<file path="src/rtl/booth_r4_seq_mult.sv">
// booth_r4_seq_mult: sequential signed radix-4 Booth multiplier, one digit per cycle
module booth_r4_seq_mult #(
    parameter int W = 4
) (
    input  logic           clk,
    input  logic           rst,
    input  logic           start,
    input  logic [W-1:0]   a,
    input  logic [W-1:0]   b,
    output logic           busy,
    output logic           done,
    output logic [2*W-1:0] p
);
    localparam int N  = W / 2;
    localparam int IW = (N > 1) ? $clog2(N) : 1;
    typedef enum logic [1:0] {IDLE, RUN, DONE} state_t;
    state_t         state_q, state_d;
    logic [2*W-1:0] a_q, a_d, acc_q, acc_d, p_q, p_d;
    logic [W-1:0]   b_q, b_d;
    logic [IW-1:0]  i_q, i_d;
    logic [W:0]     b_ext;
    logic [2:0]     trip;
    logic           accept, last, zero, two, neg;
    logic [2*W-1:0] mag, pp, sum;
    assign accept = start && (state_q != RUN);
    assign last   = (i_q == IW'(N - 1));
    assign b_ext  = {b_q, 1'b0};
    assign trip   = b_ext[{i_q, 1'b0} +: 3];
    assign zero   = (trip == 3'b000) || (trip == 3'b111);
    assign two    = (trip == 3'b011) || (trip == 3'b100);
    assign neg    = trip[2];
    assign mag    = two ? (a_q << 1) : a_q;
    assign pp     = zero ? '0 : (neg ? -mag : mag);
    assign sum    = acc_q + (pp << {i_q, 1'b0});
    assign p      = p_q;
    // State register
    always_ff @(posedge clk) begin
        if (rst) state_q <= IDLE;
        else     state_q <= state_d;
    end
    // Next state: accept from IDLE/DONE, leave RUN after the last digit, DONE lasts one cycle
    always_comb begin
        state_d = accept ? RUN : (state_q == RUN) ? (last ? DONE : RUN) : IDLE;
    end
    // Handshake outputs decoded from state
    always_comb begin
        busy = (state_q == RUN);
        done = (state_q == DONE);
    end
    // Datapath next state: latch operands on accept, accumulate one shifted partial product per RUN cycle
    always_comb begin
        a_d   = accept ? {{W{a[W-1]}}, a} : a_q;
        b_d   = accept ? b : b_q;
        acc_d = accept ? '0 : (state_q == RUN) ? sum : acc_q;
        i_d   = accept ? '0 : (state_q == RUN) ? i_q + 1'b1 : i_q;
        p_d   = (state_q == RUN && last) ? sum : p_q;
    end
    // Datapath registers, all cleared by reset so an aborted multiply leaves no trace
    always_ff @(posedge clk) begin
        if (rst) begin
            a_q   <= '0;
            b_q   <= '0;
            acc_q <= '0;
            i_q   <= '0;
            p_q   <= '0;
        end else begin
            a_q   <= a_d;
            b_q   <= b_d;
            acc_q <= acc_d;
            i_q   <= i_d;
            p_q   <= p_d;
        end
    end
endmodule

</file>
<file path="config.mk">
export PLATFORM = sky130hd
export DESIGN_NAME = booth_r4_seq_mult
export DESIGN_NICKNAME = d
export VERILOG_FILES = /design/src/rtl/booth_r4_seq_mult.sv
export SDC_FILE = /design/constraint.sdc
export NUM_CORES = 1
export LEC_CHECK = 0
export ABC_CLOCK_PERIOD_IN_PS = 4100
export BUFFER_PORTS_ARGS = -buffer_cell sky130_fd_sc_hd__buf_2
export CAP_MARGIN = 30
export CORE_ASPECT_RATIO = 2
export CORE_UTILIZATION = 40
export CTS_BUF_LIST = sky130_fd_sc_hd__clkbuf_4
export CTS_CLUSTER_SIZE = 16
export DETAILED_ROUTE_END_ITERATION = 10
export PLACE_DENSITY = 0.7
export SKIP_CTS_REPAIR_TIMING = 1
export SYNTH_ARGS = -nofsm -noshare
export SYNTH_HDL_FRONTEND = slang
export SYNTH_SLANG_ARGS = --single-unit
export TNS_END_PERCENT = 20
</file>
<file path="constraint.sdc">
create_clock -name clk -period 4.1 [get_ports clk]
set_input_delay 0.82 -clock clk [delete_from_list [all_inputs] [get_ports clk]]
set_output_delay 0.82 -clock clk [all_outputs]
set_load 0.01 [all_outputs]
</file>
==> impl_metrics.py, run 1 <==
metrics = {
    "logic_synthesis": {
        "synth_seq_area_share_pct": 31.8,
        "yosys.area_share.simple_pct": 26.0,
        "synth_fa_ha_area_share_pct": 7.79,
        "synth_common_cells": "31 x nand2_1, 28 x a21oi_1, 27 x dfxtp_1",
        "synth_compound_area_share_pct": 22.2,
        "synth_xor_area_share_pct": 2.06,
        "synth_warnings": 0,
        "ys_ff_latch": 27,
        "synth.net_count": 238,
        "synth_most_common_cell": "nand2_1",
        "synthArstFlopShare_pct": 0,
        "ys_top_cells_by_area": "dfxtp_1 32%, a21oi_1 8.2%, nand2_1 6.8%, ha_1 6.6%, nand3_1 5.3%",
        "syn-cell-area_mm2": 0.00170,
        "synth_top_family_by_area": "simple AND/OR/NAND/NOR gates",
        "synth_cells": 217,
        "synth_top_cell_area_share_pct": 31.8,
        "yosysUniqueCellTypes": 50,
        "synth-main-ff-cell": "dfxtp_1",
        "synth.mux.area_fraction_pct": 4.93,
        "syn-mean-instance-area_um2": 7.84,
        "synth_edf_count": 0,
        "synth_area_leader_cell": "dfxtp_1",
    },
    "sta": {
        "setup_violations": 0,
        "clock_skew_ns": 0.0135,
        "period_minus_slack_ns": 3.79,
        "fin_tns_setup_ns": 0,
        "fmax_mhz": 264,
        "hold_viol": 0,
        "period_share_pct": 92.5,
        "worst_pin_slew_ns": 0.931,
        "rsz0062_at_grt": "no",
        "max-slew-margin-rel_pct": 36.9,
        "drv_slew": 0,
    },
    "pwr": {
        "cellLeakagePower_nw": 0.770,
        "clockPowerShare_pct": 23.8,
        "switchingPower_mw": 0.162,
        "intPower_mw": 0.360,
        "p_comb_share_pct": 21.7,
        "power.switching_fraction_pct": 31.0,
        "vdd_ir_drop_max_uv": 210,
        "seq_power_share_pct": 54.5,
        "power_density_mw_per_mm2": 279,
        "p_total_mw": 0.522,
    },
    "die": {
        "die_area_mm2": 0.00453,
        "floorplan.die.height_um": 94.2,
        "core_area_mm2": 0.00409,
        "rows": 33,
        "io_pins": 21,
        "die-width_um": 48.1,
        "initial_core_util_pct": 41.6,
    },
    "drt": {
        "top_layer": "met4",
        "first_pass_iters": 5,
        "drc": 0,
        "wl_met3_um": 52,
        "vias_per_cell": 5.73,
        "wl_met2_um": 2390,
        "wire_per_inst_um": 15.1,
        "wl_met1_um": 1660,
        "ant_nets": 0,
        "first_iter_violations": 45,
        "routed_wirelength_um": 4270,
        "vias": 1622,
    },
    "clock_tree": {
        "root_buffer": "clkbuf_4",
        "cts_tree": "yes",
        "h-tree-depth": 1,
        "clock_latency_ns": 0.34,
        "cts_buffer_depth": 2,
        "numCtsBuffers": 3,
        "clock-sinks": 27,
        "clk_pin_slew_ns": 0.15,
    },
    "setup_path": {
        "crit_buf_inv": 0,
        "path_cells": "or2_1 > mux2i_2 > a22oi_2 > mux2i_1 > ha_2 > nor2_1 > nor2_1 > mux2i_1 > o22ai_1 > ha_1 > a21oi_1 > a21boi_0 > o21a_1 > o41a_1 > or4_1 > nand3_1",
        "slowest_stage": "dfxtp_1",
        "rr_worst_depth": 16,
        "r2r_setup_slack_ns": 0.31,
        "worstReg2RegEnd": "acc_q[7]$_SDFFE_PP0P_",
        "crit_path_end_kind": "flop",
        "worstPathRequired_ns": 4.38,
        "cp_max_fo": 7,
        "reg2reg_from": "b_q[1]$_SDFFE_PP0P_",
        "max_stage_delay_ns": 0.46,
        "critPathKind": "flop to flop",
        "startpoint_type": "flop",
        "critPathArrivalTime_ns": 4.07,
        "critPathTopFamily": "compound AO/OA/AOI/OAI gates",
    },
    "finish": {
        "finish.net_count": 253,
        "regArea_um2": 541,
        "final_cells": 283,
        "finish.utilization_pct": 45.9,
        "syn2layout_area_growth_pct": 10.1,
        "n_antenna_cell": 0,
        "final_cell_area_mm2": 0.00187,
        "multi_input_area_mm2": 0.00108,
        "fill_cells": 422,
        "drive_gt1_share_pct": 16.5,
    },
    "hold_path": {
        "hold_start": "p[4]$_SDFFE_PP0P_",
        "hold_end": "p[4]$_SDFFE_PP0P_",
        "min_delay_path_depth": 2,
        "worstHoldPathType": "flop to flop",
    },
    "status": {
        "status": "completed",
    },
    "run": {
        "max-cap-violations": 0,
    },
    "place": {
        "dp_cells": 279,
        "gp_congestion": 0.905,
        "place_area_mm2": 0.00184,
        "dp_hpwl_um": 3180,
        "portBuffers": 20,
    },
    "grt": {
        "grt_antenna_before_repair": 0,
        "grt.total_usage_pct": 21.2,
        "grt_pass1_vias": 1510,
        "grt_pass1_wl_um": 6960,
        "overflow": 0,
        "grt_max_degree": 33,
    },
}
==> logic make-up (layout without fill, tap and decap cells) <==
logic type      after synthesis  in the layout
mux                           8              8
fa+ha+maj                    10             10
xor+xnor                      4              4
flops                        27             27
compound gates               59             59
buf+inv                      21             35
simple gates                 88             88
==> area by class of cell <==
class / count / share of cell area [%]
inverter: 6 / 1.20
multi-input combinational: 169 / 57.5
timing repair buffer: 25 / 7.34
tap: 52 / 3.47
clock buffer: 4 / 1.60
sequential: 27 / 28.8
==> routing by layer <==
layer | vias up | GRT usage, %
met3 | 11 | 1.15
met1 | 775 | 22.4
li1 | 815 | -
met5 | - | 0
met4 | 0 | 11.3
met2 | 21 | 38.3
==> layout by cell type (no fill, tap or decap), drive strengths merged, types with 2 or more instances in the layout <==
cell type	synthesis	layout
a21oi	29	29
a311oi	2	2
buf	7	25
clkbuf	8	4
dfxtp	27	27
ha	9	9
inv	6	6
mux2i	8	8
nand2	31	31
nand2b	2	2
nand3	18	18
nand3b	6	6
nor2	13	13
nor2b	2	2
nor3b	3	3
o21ai	7	7
o21bai	2	2
o31ai	3	3
or2	2	2
or3	3	3
or4	2	2
or4b	3	3
xnor2	3	3
==> worst max path at each step <==
stage	start	end	slack, ns	cells after the start
finish	b_q[1]$_SDFFE_PP0P_	acc_q[7]$_SDFFE_PP0P_	0.31	16
detailed placement	b_q[1]$_SDFFE_PP0P_	p[7]$_SDFFE_PP0P_	0.29	14
global placement	b_q[1]$_SDFFE_PP0P_	p[7]$_SDFFE_PP0P_	0.39	14
global route	b_q[1]$_SDFFE_PP0P_	p[7]$_SDFFE_PP0P_	0.05	16
floorplan	b_q[1]$_SDFFE_PP0P_	acc_q[7]$_SDFFE_PP0P_	0.52	15
CTS	b_q[1]$_SDFFE_PP0P_	p[7]$_SDFFE_PP0P_	0.24	14
==> flip-flops by register name (all words and copies together) (netlist names) <==
signal / count
acc_q: 8
p: 8
a_q: 4
b_q: 4
state_q: 2
i_q: 1
==> worst min-delay path: stages, from the launching register on <==
cell and delay [ns]:
dfxtp_1 0.34, nand2_1 0.05, a21oi_1 0.05
==> stage by stage <==
step                      hold WS, ns  setup WS [ns]
after global routing            0.488         0.0486
after CTS                       0.467          0.244
after floorplan                 0.464          0.518
after detailed placement        0.445          0.294
after global placement          0.442          0.395
final                           0.467          0.309
==> power groups by stage <==
| stage | registers (mW) | logic, mW | clock network [mW] |
|---|---|---|---|
| final | 0.285 | 0.113 | 0.124 |
| after global placement | 0.290 | 0.111 | 0 |
| after CTS | 0.284 | 0.112 | 0.130 |
| after global routing | 0.286 | 0.126 | 0.138 |
| after floorplan | 0.281 | 0.0892 | 0 |
| after detailed placement | 0.290 | 0.112 | 0 |
No activity file was read; power rests on OpenSTA's default activity.
==> run 2: changes to the inputs <==
--- a/config.mk
+++ b/config.mk
@@ -8,7 +8,6 @@
 export ABC_CLOCK_PERIOD_IN_PS = 4100
 export BUFFER_PORTS_ARGS = -buffer_cell sky130_fd_sc_hd__buf_2
 export CAP_MARGIN = 30
-export CORE_ASPECT_RATIO = 2
 export CORE_UTILIZATION = 40
 export CTS_BUF_LIST = sky130_fd_sc_hd__clkbuf_4
 export CTS_CLUSTER_SIZE = 16
==> impl_metrics.py, run 2 (same netlist as run 1, synthesis figures left out) <==
metrics = {
    "sta": {
        "worst_pin_slew_ns": 0.903,
        "fmax_mhz": 266,
        "period_share_pct": 91.8,
        "fin_tns_setup_ns": 0,
        "drv_slew": 0,
        "clock_skew_ns": 0.00714,
        "rsz0062_at_grt": "no",
        "whs_ns": 0.462,
        "hold_viol": 0,
        "max-slew-margin-rel_pct": 38.9,
        "period_minus_slack_ns": 3.76,
        "setup_violations": 0,
    },
    "finish": {
        "layout_common_cells": "31 x nand2_1, 28 x a21oi_1, 25 x dfxtp_1, 20 x buf_2, 18 x nand3_1",
        "finish.utilization_pct": 46.2,
        "syn2layout_area_growth_pct": 9.34,
        "final_common_cell": "nand2_1",
        "final_cell_area_mm2": 0.00186,
        "finish.net_count": 250,
        "n_antenna_cell": 0,
        "drive_gt1_share_pct": 16.2,
        "regArea_um2": 543,
        "fill_cells": 427,
        "multi_input_area_mm2": 0.00109,
    },
    "status": {
        "status": "completed",
    },
    "setup_path": {
        "crit_buf_inv": 0,
        "path_cells": "or2_1 > mux2i_2 > a22oi_2 > mux2i_2 > ha_4 > nor3b_1 > nand2_1 > a311o_1 > a21oi_1 > ha_1 > o21a_1 > o41a_1 > or4_1 > nand3_1",
        "cpMostUsedCell": "mux2i_2",
        "slowest_stage": "dfxtp_2",
        "critPathTopFamily": "compound AO/OA/AOI/OAI gates",
        "worstPathRequired_ns": 4.38,
        "crit_path_end_kind": "flop",
        "critPathKind": "flop to flop",
        "max_stage_delay_ns": 0.42,
        "r2r_setup_slack_ns": 0.34,
        "startpoint_type": "flop",
        "critPathArrivalTime_ns": 4.05,
        "cp_max_fo": 9,
    },
    "clock_tree": {
        "clk_pin_slew_ns": 0.15,
        "cts_tree": "yes",
        "clock-sinks": 27,
        "root_buffer": "clkbuf_4",
        "cts_buffer_depth": 2,
        "numCtsBuffers": 3,
        "h-tree-depth": 1,
        "clock_latency_ns": 0.33,
    },
    "pwr": {
        "p_total_mw": 0.523,
        "power_density_mw_per_mm2": 281,
        "cellLeakagePower_nw": 0.750,
        "vdd_ir_drop_max_uv": 111,
    },
    "die": {
        "rows": 23,
        "die_area_mm2": 0.00452,
        "core_area_mm2": 0.00403,
        "die-width_um": 67.2,
        "initial_core_util_pct": 42.2,
        "floorplan.die.height_um": 67.2,
        "io_pins": 21,
    },
    "drt": {
        "wire_per_inst_um": 14.3,
        "vias_per_cell": 5.72,
        "first_pass_iters": 6,
        "first_iter_violations": 104,
        "ant_nets": 0,
        "routed_wirelength_um": 3960,
        "drc": 0,
        "vias": 1591,
    },
    "grt": {
        "grt_pass1_vias": 1368,
        "grt_max_degree": 33,
        "grt_pass1_wl_um": 6530,
        "overflow": 0,
        "grt.total_usage_pct": 19.0,
        "grt_antenna_before_repair": 0,
    },
    "place": {
        "portBuffers": 20,
        "gp_congestion": 0.899,
        "place_area_mm2": 0.00181,
        "dp_hpwl_um": 2730,
    },
    "run": {
        "max-cap-violations": 0,
    },
    "hold_path": {
        "worstHoldPathType": "flop to flop",
    },
}
[run 2: layout make-up]
| cell class | instances | area share, % |
|---|---|---|
| clock buffers | 4 | 1.61 |
| inverters | 6 | 1.21 |
| multi-input cells | 169 | 58.4 |
| flip-flops and latches | 27 | 29.2 |
| well taps | 50 | 3.36 |
| repair buffers | 22 | 6.19 |
[run 2: worst register-to-register path: cells and delay by family (launching register included)]
| kind | cells | cell delay [ns] |
|---|---|---|
| mux | 2 | 0.44 |
| flops | 1 | 0.42 |
| fa+ha+maj | 2 | 0.49 |
| simple gates | 5 | 1.05 |
| compound gates | 5 | 1.30 |
[run 2: through the flow]
| stage | worst slack (ns) | cells |
|---|---|---|
| 2_1_floorplan | 0.518 | 217 |
| 3_3_place_gp | 0.393 | 274 |
| 3_5_place_dp | 0.292 | 274 |
| 4_1_cts | 0.233 | 278 |
| 5_1_grt | 0.0548 | 278 |
| 6_report | 0.336 | 278 |
[run 2: per-layer routing]
| layer | share of wire, % | global-route usage (%) | vias up | wire length (µm) |
|---|---|---|---|---|
| li1 | - | - | 804 | - |
| met1 | 48 | 25.8 | 749 | 1890 |
| met2 | 48 | 31.1 | 33 | 1900 |
| met3 | 3.2 | 2.20 | 5 | 125 |
| met4 | 1.2 | 5.85 | 0 | 47 |
| met5 | 0 | 0 | - | 0 |
[run 2: path summary, 6_finish.rpt]
check / to / start / cells after the start
hold reg to reg: p[3]$_SDFFE_PP0P_ / p[3]$_SDFFE_PP0P_ / 2
hold / removal: p[3]$_SDFFE_PP0P_ / p[3]$_SDFFE_PP0P_ / 2
setup reg to reg: p[7]$_SDFFE_PP0P_ / b_q[1]$_SDFFE_PP0P_ / 14
setup / recovery: p[7]$_SDFFE_PP0P_ / b_q[1]$_SDFFE_PP0P_ / 14
[run 2: power breakdown]
group	switching (mW)	total (mW)	leakage, nW	internal [mW]
combinational	0.0682	0.111	0.511	0.0427
clock	0.0827	0.127	0.0184	0.0448
sequential	0.0130	0.285	0.220	0.272
total	0.164	0.523	0.750	0.359
==> run 3: changes to the inputs <==
--- a/config.mk
+++ b/config.mk
@@ -8,12 +8,15 @@
 export ABC_CLOCK_PERIOD_IN_PS = 4100
 export BUFFER_PORTS_ARGS = -buffer_cell sky130_fd_sc_hd__buf_2
 export CAP_MARGIN = 30
-export CORE_UTILIZATION = 40
-export CTS_BUF_LIST = sky130_fd_sc_hd__clkbuf_4
+export CELL_PAD_IN_SITES_DETAIL_PLACEMENT = 1
+export CELL_PAD_IN_SITES_GLOBAL_PLACEMENT = 2
+export CORE_UTILIZATION = 33
+export CTS_BUF_LIST = sky130_fd_sc_hd__clkbuf_16
 export CTS_CLUSTER_SIZE = 16
 export DETAILED_ROUTE_END_ITERATION = 10
-export PLACE_DENSITY = 0.7
+export PLACE_DENSITY = 0.88
 export SKIP_CTS_REPAIR_TIMING = 1
+export SKIP_LAST_GASP = 1
 export SYNTH_ARGS = -nofsm -noshare
 export SYNTH_HDL_FRONTEND = slang
 export SYNTH_SLANG_ARGS = --single-unit
==> impl_metrics.py, run 3 (same netlist as run 1, synthesis figures left out) <==
metrics = {
    "status": {
        "status": "completed",
    },
    "setup_path": {
        "crit_buf_inv": 1,
        "cp_max_fo": 7,
        "critPathKind": "flop to flop",
        "critPathArrivalTime_ns": 4.03,
        "worstPathRequired_ns": 4.31,
        "crit_path_end_kind": "flop",
        "critPathTopFamily": "compound AO/OA/AOI/OAI gates",
        "max_stage_delay_ns": 0.43,
        "slowest_stage": "dfxtp_1",
        "startpoint_type": "flop",
        "path_cells": "or2_1 > mux2i_2 > a22oi_2 > buf_4 > nand2_1 > ha_1 > nor2_1 > nor2_1 > mux2i_1 > o22ai_2 > ha_1 > a21oi_1 > a21boi_0 > o21a_1 > o41a_1 > or4_1 > nand3_1",
    },
    "drt": {
        "drc": 0,
        "first_iter_violations": 47,
        "ant_nets": 0,
        "routed_wirelength_um": 4550,
        "vias": 1627,
        "wire_per_inst_um": 15.3,
        "first_pass_iters": 4,
        "vias_per_cell": 5.46,
    },
    "clock_tree": {
        "clock_latency_ns": 0.27,
        "clock-sinks": 27,
        "clk_pin_slew_ns": 0.07,
        "h-tree-depth": 1,
        "root_buffer": "clkbuf_16",
        "numCtsBuffers": 3,
        "cts_buffer_depth": 2,
        "cts_tree": "yes",
    },
    "die": {
        "die-width_um": 73.8,
        "core_area_mm2": 0.00485,
        "io_pins": 21,
        "rows": 25,
        "die_area_mm2": 0.00545,
        "initial_core_util_pct": 35.1,
        "floorplan.die.height_um": 73.8,
    },
    "finish": {
        "n_antenna_cell": 0,
        "syn2layout_area_growth_pct": 14.1,
        "multi_input_area_mm2": 0.00108,
        "drive_gt1_share_pct": 16.0,
        "finish.net_count": 253,
        "finish.utilization_pct": 40.1,
        "fill_cells": 603,
        "layout_common_cells": "31 x nand2_1, 28 x a21oi_1, 27 x dfxtp_1, 20 x buf_2, 18 x nand3_1",
        "final_common_cell": "nand2_1",
        "regArea_um2": 541,
    },
    "pwr": {
        "cellLeakagePower_nw": 0.790,
        "vdd_ir_drop_max_uv": 152,
        "power_density_mw_per_mm2": 323,
    },
    "sta": {
        "drv_slew": 0,
        "period_share_pct": 93.3,
        "whs_ns": 0.454,
        "rsz0062_at_grt": "no",
        "fmax_mhz": 262,
        "worst_pin_slew_ns": 0.875,
        "hold_viol": 0,
        "period_minus_slack_ns": 3.82,
        "fin_tns_setup_ns": 0,
        "clock_skew_ns": 0.00731,
        "setup_violations": 0,
        "max-slew-margin-rel_pct": 40.7,
    },
    "grt": {
        "grt_max_degree": 33,
        "grt.total_usage_pct": 18.7,
        "grt_pass1_vias": 1680,
        "grt_pass1_wl_um": 7830,
        "grt_antenna_before_repair": 0,
        "overflow": 0,
    },
    "run": {
        "max-cap-violations": 0,
    },
    "hold_path": {
        "worstHoldPathType": "flop to flop",
    },
    "place": {
        "gp_congestion": 0.850,
        "portBuffers": 20,
        "dp_hpwl_um": 3230,
    },
}
run 3: cell types whose count changed in the layout (fill, tap and decap cells not counted), moves of 2 or more:
| cell | change |
|---|---|
| buf_4 | +3 |
| clkbuf_16 | +3 |
| clkbuf_4 | -4 |
| dfxtp_1 | +2 |
| dfxtp_2 | -2 |
run 3: per-stage QoR:
stage	power (mW)	setup WS [ns]	instance area (µm²)	cells
3_5_place_dp	0.403	0.327	1860	294
3_3_place_gp	0.403	0.387	1860	294
2_1_floorplan	0.371	0.518	1700	217
6_report	0.628	0.276	1940	298
4_1_cts	0.636	0.306	1940	298
5_1_grt	0.659	0.0178	1940	298
run 3: layout make-up:
cell class,instances,share of cell area (%)
clock buffers,3,3.87
clock inverters,1,0.258
inverters,6,1.16
multi-input cells,169,55.5
flip-flops and latches,27,27.8
well taps,67,4.32
repair buffers,25,7.09
run 3: path summary, 6_finish.rpt:
check / start / to / slack, ns / cells past startpoint
setup reg to reg: b_q[2]$_SDFFE_PP0P_ / p[7]$_SDFFE_PP0P_ / 0.28 / 17
setup / recovery: b_q[2]$_SDFFE_PP0P_ / p[7]$_SDFFE_PP0P_ / 0.28 / 17
hold / removal: p[5]$_SDFFE_PP0P_ / p[5]$_SDFFE_PP0P_ / 0.45 / 2
hold reg to reg: p[5]$_SDFFE_PP0P_ / p[5]$_SDFFE_PP0P_ / 0.45 / 2
run 3: report_power, final:
group | switching, mW | leakage, nW | internal, mW
Sequential | 0.0121 | 0.219 | 0.271
Combinational | 0.0724 | 0.530 | 0.0438
Clock | 0.0969 | 0.0409 | 0.132
Total | 0.181 | 0.790 | 0.447
run 3: routing by layer:
metal | up-vias | GRT usage (%) | share of wire (%) | wire length, µm
met5 | - | 0 | 0 | 0
met4 | 0 | 5.77 | 0.84 | 38
met3 | 4 | 2.19 | 1.4 | 65
met2 | 15 | 31.3 | 48 | 2160
met1 | 796 | 25.0 | 50 | 2280
li1 | 812 | - | - | -
run 3: worst register-to-register path, delay by kind of cell (launching register included):
family | cells | cell delay [ns]
fa+ha+maj | 2 | 0.59
compound gates | 6 | 1.22
buf+inv | 1 | 0.17
flops | 1 | 0.43
mux | 2 | 0.32
simple gates | 6 | 1.03
